[config.mk]
export PLATFORM = sky130hd
export DESIGN_NAME = pacc_row_sched
export DESIGN_NICKNAME = d
export VERILOG_FILES = /design/src/rtl/pacc_row_sched.sv
export SDC_FILE = /design/constraint.sdc
export NUM_CORES = 1
export LEC_CHECK = 0
export ABC_AREA = 1
export ABC_CLOCK_PERIOD_IN_PS = 3000
export BUFFER_PORTS_ARGS = -buffer_cell sky130_fd_sc_hd__buf_2
export CAP_MARGIN = 20
export CORE_MARGIN = 4
export CORE_UTILIZATION = 55
export DETAILED_ROUTE_END_ITERATION = 16
export GPL_ROUTABILITY_DRIVEN = 0
export PLACE_DENSITY = 0.79
export SYNTH_ARGS = -nofsm -noshare
export SYNTH_HDL_FRONTEND = slang
export SYNTH_SLANG_ARGS = --single-unit
[constraint.sdc]
create_clock -name clk -period 3 [get_ports clk]
set_input_delay 0.45 -clock clk [delete_from_list [all_inputs] [get_ports clk]]
set_output_delay 0.45 -clock clk [all_outputs]
set_load 0.005 [all_outputs]
[src/rtl/pacc_row_sched.sv]
// Row scheduler for the PolyVec_PAcc unit: walks all matrix rows (mode 0)
// or a single selected row (mode 1), launching the accumulator, storing each
// result and guarding every row with a watchdog.
module pacc_row_sched #(
    parameter int KYBER_K     = 2,
    parameter int TIMEOUT_CYC = 4096,
    parameter int IDX_W       = 2
) (
    input  logic             clk,
    input  logic             rst,
    input  logic             start,
    input  logic             mode,
    input  logic [IDX_W-1:0] row_sel,
    input  logic             abort,
    input  logic             pacc_done,
    output logic             pacc_enable,
    output logic [IDX_W-1:0] row_idx,
    output logic             res_we,
    output logic [IDX_W-1:0] res_idx,
    output logic             busy,
    output logic             done,
    output logic             err
);

    localparam int CNT_W = (TIMEOUT_CYC > 2) ? $clog2(TIMEOUT_CYC) : 1;

    localparam logic [IDX_W:0]   ROW_LIM  = (IDX_W+1)'(KYBER_K);
    localparam logic [IDX_W-1:0] LAST_ROW = IDX_W'(KYBER_K - 1);
    localparam logic [CNT_W-1:0] CNT_LAST = CNT_W'(TIMEOUT_CYC - 1);

    typedef enum logic [2:0] {
        ST_IDLE,
        ST_LAUNCH,
        ST_WAIT,
        ST_STORE,
        ST_FINISH
    } state_t;

    state_t           state, state_nx;
    logic [IDX_W-1:0] row_q, row_nx;
    logic [CNT_W-1:0] cnt_q, cnt_nx;
    logic             err_q, err_nx;
    logic             mode_q, mode_nx;
    logic             row_illegal;

    assign row_illegal = ({1'b0, row_sel} >= ROW_LIM);

    // State, row pointer, watchdog counter and sticky error registers.
    always_ff @(posedge clk or posedge rst) begin
        if (rst) begin
            state  <= ST_IDLE;
            row_q  <= '0;
            cnt_q  <= '0;
            err_q  <= 1'b0;
            mode_q <= 1'b0;
        end else begin
            state  <= state_nx;
            row_q  <= row_nx;
            cnt_q  <= cnt_nx;
            err_q  <= err_nx;
            mode_q <= mode_nx;
        end
    end

    // Next-state and datapath update; abort overrides every busy-state decision.
    always_comb begin
        state_nx = state;
        row_nx   = row_q;
        cnt_nx   = cnt_q;
        err_nx   = err_q;
        mode_nx  = mode_q;

        case (state)
            ST_IDLE: begin
                if (start) begin
                    err_nx  = 1'b0;
                    mode_nx = mode;
                    if (mode) begin
                        row_nx = row_sel;
                        if (row_illegal) begin
                            err_nx   = 1'b1;
                            state_nx = ST_FINISH;
                        end else begin
                            state_nx = ST_LAUNCH;
                        end
                    end else begin
                        row_nx   = '0;
                        state_nx = ST_LAUNCH;
                    end
                end
            end
            ST_LAUNCH: begin
                cnt_nx   = '0;
                state_nx = ST_WAIT;
            end
            ST_WAIT: begin
                if (pacc_done) begin
                    state_nx = ST_STORE;
                end else if (cnt_q == CNT_LAST) begin
                    err_nx   = 1'b1;
                    state_nx = ST_FINISH;
                end else begin
                    cnt_nx = cnt_q + CNT_W'(1);
                end
            end
            ST_STORE: begin
                if (!mode_q && (row_q != LAST_ROW)) begin
                    row_nx   = row_q + IDX_W'(1);
                    state_nx = ST_LAUNCH;
                end else begin
                    state_nx = ST_FINISH;
                end
            end
            ST_FINISH: begin
                state_nx = ST_IDLE;
            end
            default: begin
                state_nx = ST_IDLE;
            end
        endcase

        // Abort discards whatever the busy state decided, including a
        // coincident pacc_done, but leaves the error flag as it was.
        if (abort && (state != ST_IDLE)) begin
            state_nx = ST_IDLE;
            row_nx   = '0;
            cnt_nx   = cnt_q;
            err_nx   = err_q;
        end
    end

    assign pacc_enable = (state == ST_LAUNCH);
    assign res_we      = (state == ST_STORE);
    assign done        = (state == ST_FINISH);
    assign busy        = (state != ST_IDLE);
    assign row_idx     = row_q;
    assign res_idx     = row_q;
    assign err         = err_q;

endmodule

After elaboration in Yosys (flattened, before gate mapping)
Cells that the tools add are included.
Widths: inputs -> output; s select.
Storage, ports and cells
  input bits: 8
  output and inout port bits: 9
  register bits after elaboration: 19
Operators by class
  equality and inequality tests: 13
  reduce and logical (&&, ||, !) cells: 13
  order comparisons: 1
  add/sub/neg operators: 2
  bitwise gates (word level): 1
  mux-type cells: 22
Operators with widths (number)
  $mux 12: 2
  $pmux 12 s2: 1
  $mux 3: 7
  $add 12x1->12 const B: 1
  $eq 12x12->1 const B: 1
  $pmux 3 s4: 1
  $mux 2: 4
  $ne 2x2->1 const B: 4
  $eq 3x2->1 const B: 2
  $reduce_bool 3->1: 2
  $mux 1: 5
  $reduce_and 5->1: 1
  $ne 4x4->1 const B: 1
  $pmux 2 s2: 1
  $reduce_and 2->1: 2
  $reduce_and 4->1: 1
  $reduce_bool 2->1: 2
  $eq 3x1->1 const B: 1
  $eq 3x3->1 const B: 1
  $logic_not 3->1: 1
  $ne 3x1->1 const B: 1
  $ne 3x3->1 const B: 1
  $reduce_and 3->1: 1
  $add 2x1->2 const B: 1
  other kinds (6): 7

Logic depth before layout (Yosys ltp)
  word-level depth: 6
  gate-level depth with buffers: 9
  mapped depth without buffers: 8

Least setup slack after synthesis
No wires, ideal clock.
  kind: flip-flop to flip-flop
  start point: reg cnt_q[0]
  end point: reg state[1]
  data arrival time: 1.233 ns
  required time: 2.876 ns
  cell stages (with the launch flop): 8
  setup slack: 1.643 ns
  path buffers: 0
  clock period less this slack: 1.357 ns
  path through: dfrtp_1 -> ha_1 -> nand2_1 -> nor2_2 -> nand3_2 -> nand2_2 -> nor2_4 -> or2_1
Between the ends
  word-level cells in the longest chain between the ends: 3
Ends and longest elaborated chain
  from (decl): RTL line 41  | logic [CNT_W-1:0] cnt_q, cnt_nx;
  from (signal assigned): RTL line 59  | cnt_q <= cnt_nx;
  $eq 12x12->1: RTL line 99  | end else if (cnt_q == CNT_LAST) begin
  $ne 4x4->1 (no source line)
  $reduce_and 2->1 (no source line)
  to (signal assigned): RTL line 57  | state <= state_nx;
  to (decl): RTL line 39  | state_t state, state_nx;
No other way between the ends.
A chain may end at the register's enable or synchronous reset.

Worst setup path after layout
  start point: reg state[2]
  end point: out res_we
Between the ends
  word-level cells in the longest chain between the ends: 1
Ends and longest elaborated chain
  $eq 3x2->1: RTL line 133  | assign res_we = (state == ST_STORE);
  to (decl): RTL line 18  | output logic res_we,
No other way between the ends.

==> report_table.html <==
<table>
<tr><th>Metric</th><th>Value</th></tr>
<tr><th colspan="2">Cells and area</th></tr>
<tr><td>Layout cell share with drive strength beyond 1</td><td>0.2539</td></tr>
<tr><td>Net count of the finished layout</td><td>around 200</td></tr>
<tr><td>Count of filler cells inserted in the layout</td><td>210</td></tr>
<tr><td>Area growth syn-to-layout</td><td>7.951%</td></tr>
<tr><td>Post-Layout Cell Count</td><td>221</td></tr>
<tr><td>Final antenna diode count</td><td>0</td></tr>
<tr><td>Post-route cell area</td><td>1444 um^2</td></tr>
<tr><td>Final design utilization</td><td>0.6404</td></tr>
<tr><th colspan="2">Routing</th></tr>
<tr><td>1st-iter DRT viols</td><td>39</td></tr>
<tr><td>Number of vias in the routed layout</td><td>~1.2k</td></tr>
<tr><td>Per-cell via count in the routed design</td><td>about 5.2</td></tr>
<tr><td>DR DRC count</td><td>0</td></tr>
<tr><td>Post-detailed-routing wire length</td><td>2649 um</td></tr>
<tr><td>Number of optimization iterations in the first detailed-route pass</td><td>4</td></tr>
<tr><td>Wire per inst</td><td>approximately 12 um</td></tr>
<tr><td>Number of nets with antenna violations after detailed routing</td><td>0</td></tr>
<tr><th colspan="2">Min path</th></tr>
<tr><td>Hold Crit Class</td><td>in2async</td></tr>
<tr><th colspan="2">Floorplan</th></tr>
<tr><td>Cell Rows</td><td>17</td></tr>
<tr><td>Overall die area</td><td>~3300 um^2</td></tr>
<tr><td>Initial Utilization</td><td>0.5932</td></tr>
<tr><td>Core outline area</td><td>about 2300 um^2</td></tr>
<tr><td>Top-level port count</td><td>17</td></tr>
<tr><td>Die width</td><td>57.32 um</td></tr>
<tr><td>Die extent in y</td><td>57.32 um</td></tr>
<tr><th colspan="2">CTS</th></tr>
<tr><td>Number of hold buffers added after cts</td><td>0</td></tr>
<tr><td>Number of gates resized after cts</td><td>0</td></tr>
<tr><td>Number of H-tree branching levels</td><td>1</td></tr>
<tr><td>Clock buffer count from CTS</td><td>3</td></tr>
<tr><td>CTS root buffer</td><td>clkbuf_4</td></tr>
<tr><td>CTS tree</td><td>done</td></tr>
<tr><td># clock sinks</td><td>19</td></tr>
<tr><td>Clk Latency, worst-skew pair</td><td>roughly 290 ps</td></tr>
<tr><td>Setup Fix Bufs, Post-CTS</td><td>0</td></tr>
<tr><td>Maximum buffer depth of the clock tree</td><td>2</td></tr>
<tr><td>CTS clock-pin slew for the worst setup and hold paths</td><td>approximately 110 ps</td></tr>
<tr><th colspan="2">STA</th></tr>
<tr><td># setup viols final</td><td>0</td></tr>
<tr><td>Setup repair after global routing missed its margin</td><td>no</td></tr>
<tr><td>Worst Max-Slew Pin Slew</td><td>742.5 ps</td></tr>
<tr><td>Accumulated negative setup slack</td><td>0 ps</td></tr>
<tr><td>Tcrit/Tclk final</td><td>0.5593</td></tr>
<tr><td>Min cycle time layout</td><td>around 1700 ps</td></tr>
<tr><td>Post-layout worst setup margin</td><td>between 1000 and 1500 ps</td></tr>
<tr><td>Timing-limited maximum frequency</td><td>around 600 MHz</td></tr>
<tr><td>Worst-case clock skew</td><td>roughly 5.4 ps</td></tr>
<tr><td>Hold Fails Final Rpt</td><td>0</td></tr>
<tr><td>Final slew viol count</td><td>0</td></tr>
<tr><td>Slew margin rel.</td><td>0.5044</td></tr>
<tr><th colspan="2">Worst setup path</th></tr>
<tr><td>FF-to-FF setup slack</td><td>1490 ps</td></tr>
<tr><td>Arrival time at the worst endpoint</td><td>between 1000 and 1500 ps</td></tr>
<tr><td>Termination of the worst setup path</td><td>res_we</td></tr>
<tr><td>Critical Path Max Stage Delay</td><td>390 ps</td></tr>
<tr><td>Worst path required time</td><td>about 2600 ps</td></tr>
<tr><td>Depth of the worst register-to-register path</td><td>7</td></tr>
<tr><td>Crit path cell chain</td><td>inv_2, nand3_1, inv_2, buf_2</td></tr>
<tr><td>Launch point of the worst reg-to-reg path</td><td>cnt_q[1]</td></tr>
<tr><td>Reg-to-reg critical path endpoint</td><td>state[1]</td></tr>
<tr><td>Worst setup path startpoint</td><td>state[2]</td></tr>
<tr><td>Category of the worst setup path capture point</td><td>primary output</td></tr>
<tr><td>Type of element launching the critical path</td><td>flop</td></tr>
<tr><td>Most common cell on crit path</td><td>inv_2</td></tr>
<tr><td>Slowest cell on the critical path</td><td>dfrtp_1</td></tr>
<tr><td>Largest fanout of any net on the critical path</td><td>7</td></tr>
<tr><td>Critical setup path kind</td><td>reg2out</td></tr>
<tr><th colspan="2">Placed design</th></tr>
<tr><td>Count of buffers from port buffering</td><td>16</td></tr>
<tr><td>Dpl hpwl</td><td>approximately 2100 um</td></tr>
<tr><td>Number of cells in the design after placement</td><td>217</td></tr>
<tr><td>Pre-CTS setup slack</td><td>1514 ps</td></tr>
<tr><td>Area post-placement</td><td>between 1000 and 1500 um^2</td></tr>
<tr><th colspan="2">Global routing</th></tr>
<tr><td>Maximum number of pins on one net before global-route repair</td><td>20</td></tr>
<tr><td>Layer with the highest usage</td><td>met2</td></tr>
<tr><td>M1 GR Usage</td><td>0.2486</td></tr>
<tr><td>Number of antenna violations at the first check in global routing</td><td>0</td></tr>
<tr><td>Met2 demand-to-capacity share in global routing</td><td>0.3214</td></tr>
<tr><td>Total gr overflow</td><td>0</td></tr>
<tr><td>Met3 usage</td><td>0.02941</td></tr>
<tr><td>Total Routing Usage GR</td><td>0.1876</td></tr>
<tr><td>First-pass GRT wire length</td><td>just over 5000 um</td></tr>
<tr><td>Number of global-route vias before repair</td><td>about 1.2k</td></tr>
<tr><th colspan="2">Run</th></tr>
<tr><td>Count of maximum capacitance violations</td><td>0</td></tr>
<tr><th colspan="2">Yosys</th></tr>
<tr><td>Prevailing post-synth register cell</td><td>dfrtp_1</td></tr>
<tr><td>Flip-flop and latch count after synthesis</td><td>19</td></tr>
<tr><td>Post-synthesis average cell area</td><td>~7.6 um^2</td></tr>
<tr><td>Post-synthesis cell count</td><td>about 180</td></tr>
<tr><td>EDFF count, synth</td><td>0</td></tr>
<tr><td>Mapped Nets</td><td>approximately 190</td></tr>
<tr><td>Distinct cells, synth</td><td>30</td></tr>
<tr><td>Cell area after technology mapping</td><td>roughly 1300 um^2</td></tr>
<tr><td>Sequential cell area fraction in the yosys report</td><td>0.3555</td></tr>
<tr><td>Count of yosys warnings during synthesis</td><td>0</td></tr>
<tr><td>Share of async-settable or async-resettable flops after synthesis</td><td>1.000</td></tr>
<tr><th colspan="2">Pwr</th></tr>
<tr><td>Worst-case vdd ir drop</td><td>549.1 uV</td></tr>
<tr><td>Cell area power density</td><td>693.6 nW/um^2</td></tr>
<tr><td>Cell leakage power</td><td>0.7324 nW</td></tr>
<tr><th colspan="2">Outcome</th></tr>
<tr><td>Result of the run</td><td>completed</td></tr>
</table>
-- cell families (layout without fill, tap and decap cells) --
| group | count (synthesis) | after routing | synth area share |
|---|---|---|---|
| adders and majority gates | 2 | 2 | 0.01871 |
| muxes | 1 | 1 | 0.008418 |
| AOI/OAI and AO/OA | 11 | 11 | 0.05612 |
| xor gates and xnor gates | 4 | 4 | 0.02620 |
| and+or+nand+nor | 118 | 118 | 0.4574 |
| DFF | 19 | 19 | 0.3555 |
| buffers and inverters | 21 | 38 | 0.07764 |
-- Yosys cell counts, types with 3 or more instances --
| library cell | number | area share |
|---|---|---|
| nand4_1 | 5 | 0.023 |
| inv_2 | 3 | 0.0084 |
| nand3_1 | 16 | 0.060 |
| nand2_4 | 3 | 0.025 |
| nor2_1 | 17 | 0.048 |
| dfrtp_1 | 19 | 0.36 |
| nand2_1 | 55 | 0.15 |
| xnor2_1 | 3 | 0.020 |
| o21ai_2 | 4 | 0.026 |
| inv_1 | 14 | 0.039 |
| nand2_2 | 8 | 0.037 |
| nor2_2 | 3 | 0.014 |
-- area by class of cell --
type	count	area, um^2	area share
Tap cell	28	35.03	0.02426
Clock buffer	4	26.28	0.01820
Timing Repair Buffer	16	80.08	0.05546
Sequential cell	19	475.5	0.3293
Multi-Input combinational cell	136	758.2	0.5251
Inverter	18	68.82	0.04766
-- worst min path at each step --
stage / start / to / slack [ps] / cells after the start
global route: rst / res_idx[0] / 320 / 2
CTS: rst / cnt_q[7] / 290 / 2
global placement: err / err / 450 / 2
finish: rst / res_idx[0] / 260 / 2
floorplan: rst / cnt_q[0] / 400 / 1
detailed placement: err / err / 460 / 2
-- power breakdown --
part / internal [W] / switching [W] / leakage (nW)
sequential: 0.000305 / 0.0000414 / 0.257
combinational: 0.000180 / 0.000345 / 0.460
clock: 0.0000516 / 0.0000792 / 0.0150
-- cell usage in the layout (no fill, tap or decap), types with 2 or more instances in the layout --
master / instances
clkbuf_4: 3
o21ai_2: 4
nand3_2: 2
o21bai_1: 2
inv_2: 3
nand2_1: 55
dfrtp_1: 19
nand2_4: 3
inv_1: 14
nand2_2: 8
nor2_1: 17
o21ai_1: 2
ha_1: 2
nand4_1: 5
nand3_1: 16
buf_2: 16
xnor2_1: 3
nor3_1: 2
nor2_2: 3
nor2_4: 2
a21oi_1: 2
-- registers in the layout, summed over array words and instances, names as in the netlist --
name	cells
err	1
state	3
cnt_q	12
mode_q	1
res_idx	2
-- through the flow --
step / power, W / hold slack [ps]
final: 0.001001 / 264.5
after detailed placement: 0.0008767 / 457.2
after global placement: 0.0008568 / 453.9
after CTS: 0.001007 / 292.4
after floorplan: 0.0007912 / 401.1
after global routing: 0.001086 / 322.2
-- worst max-delay path, delay by kind of cell, from the launching register on --
kind	cells	cell delay (ps)
and+or+nand+nor	1	180
DFF	1	390
buffers and inverters	3	370
-- metal layers --
layer  vias up  routed length, um
met2        22               1308
met1       535               1224
li1        595                  -
met4         0                 27
met3         4                 89
met5         -                  0
(Power assumes the default switching activity.)
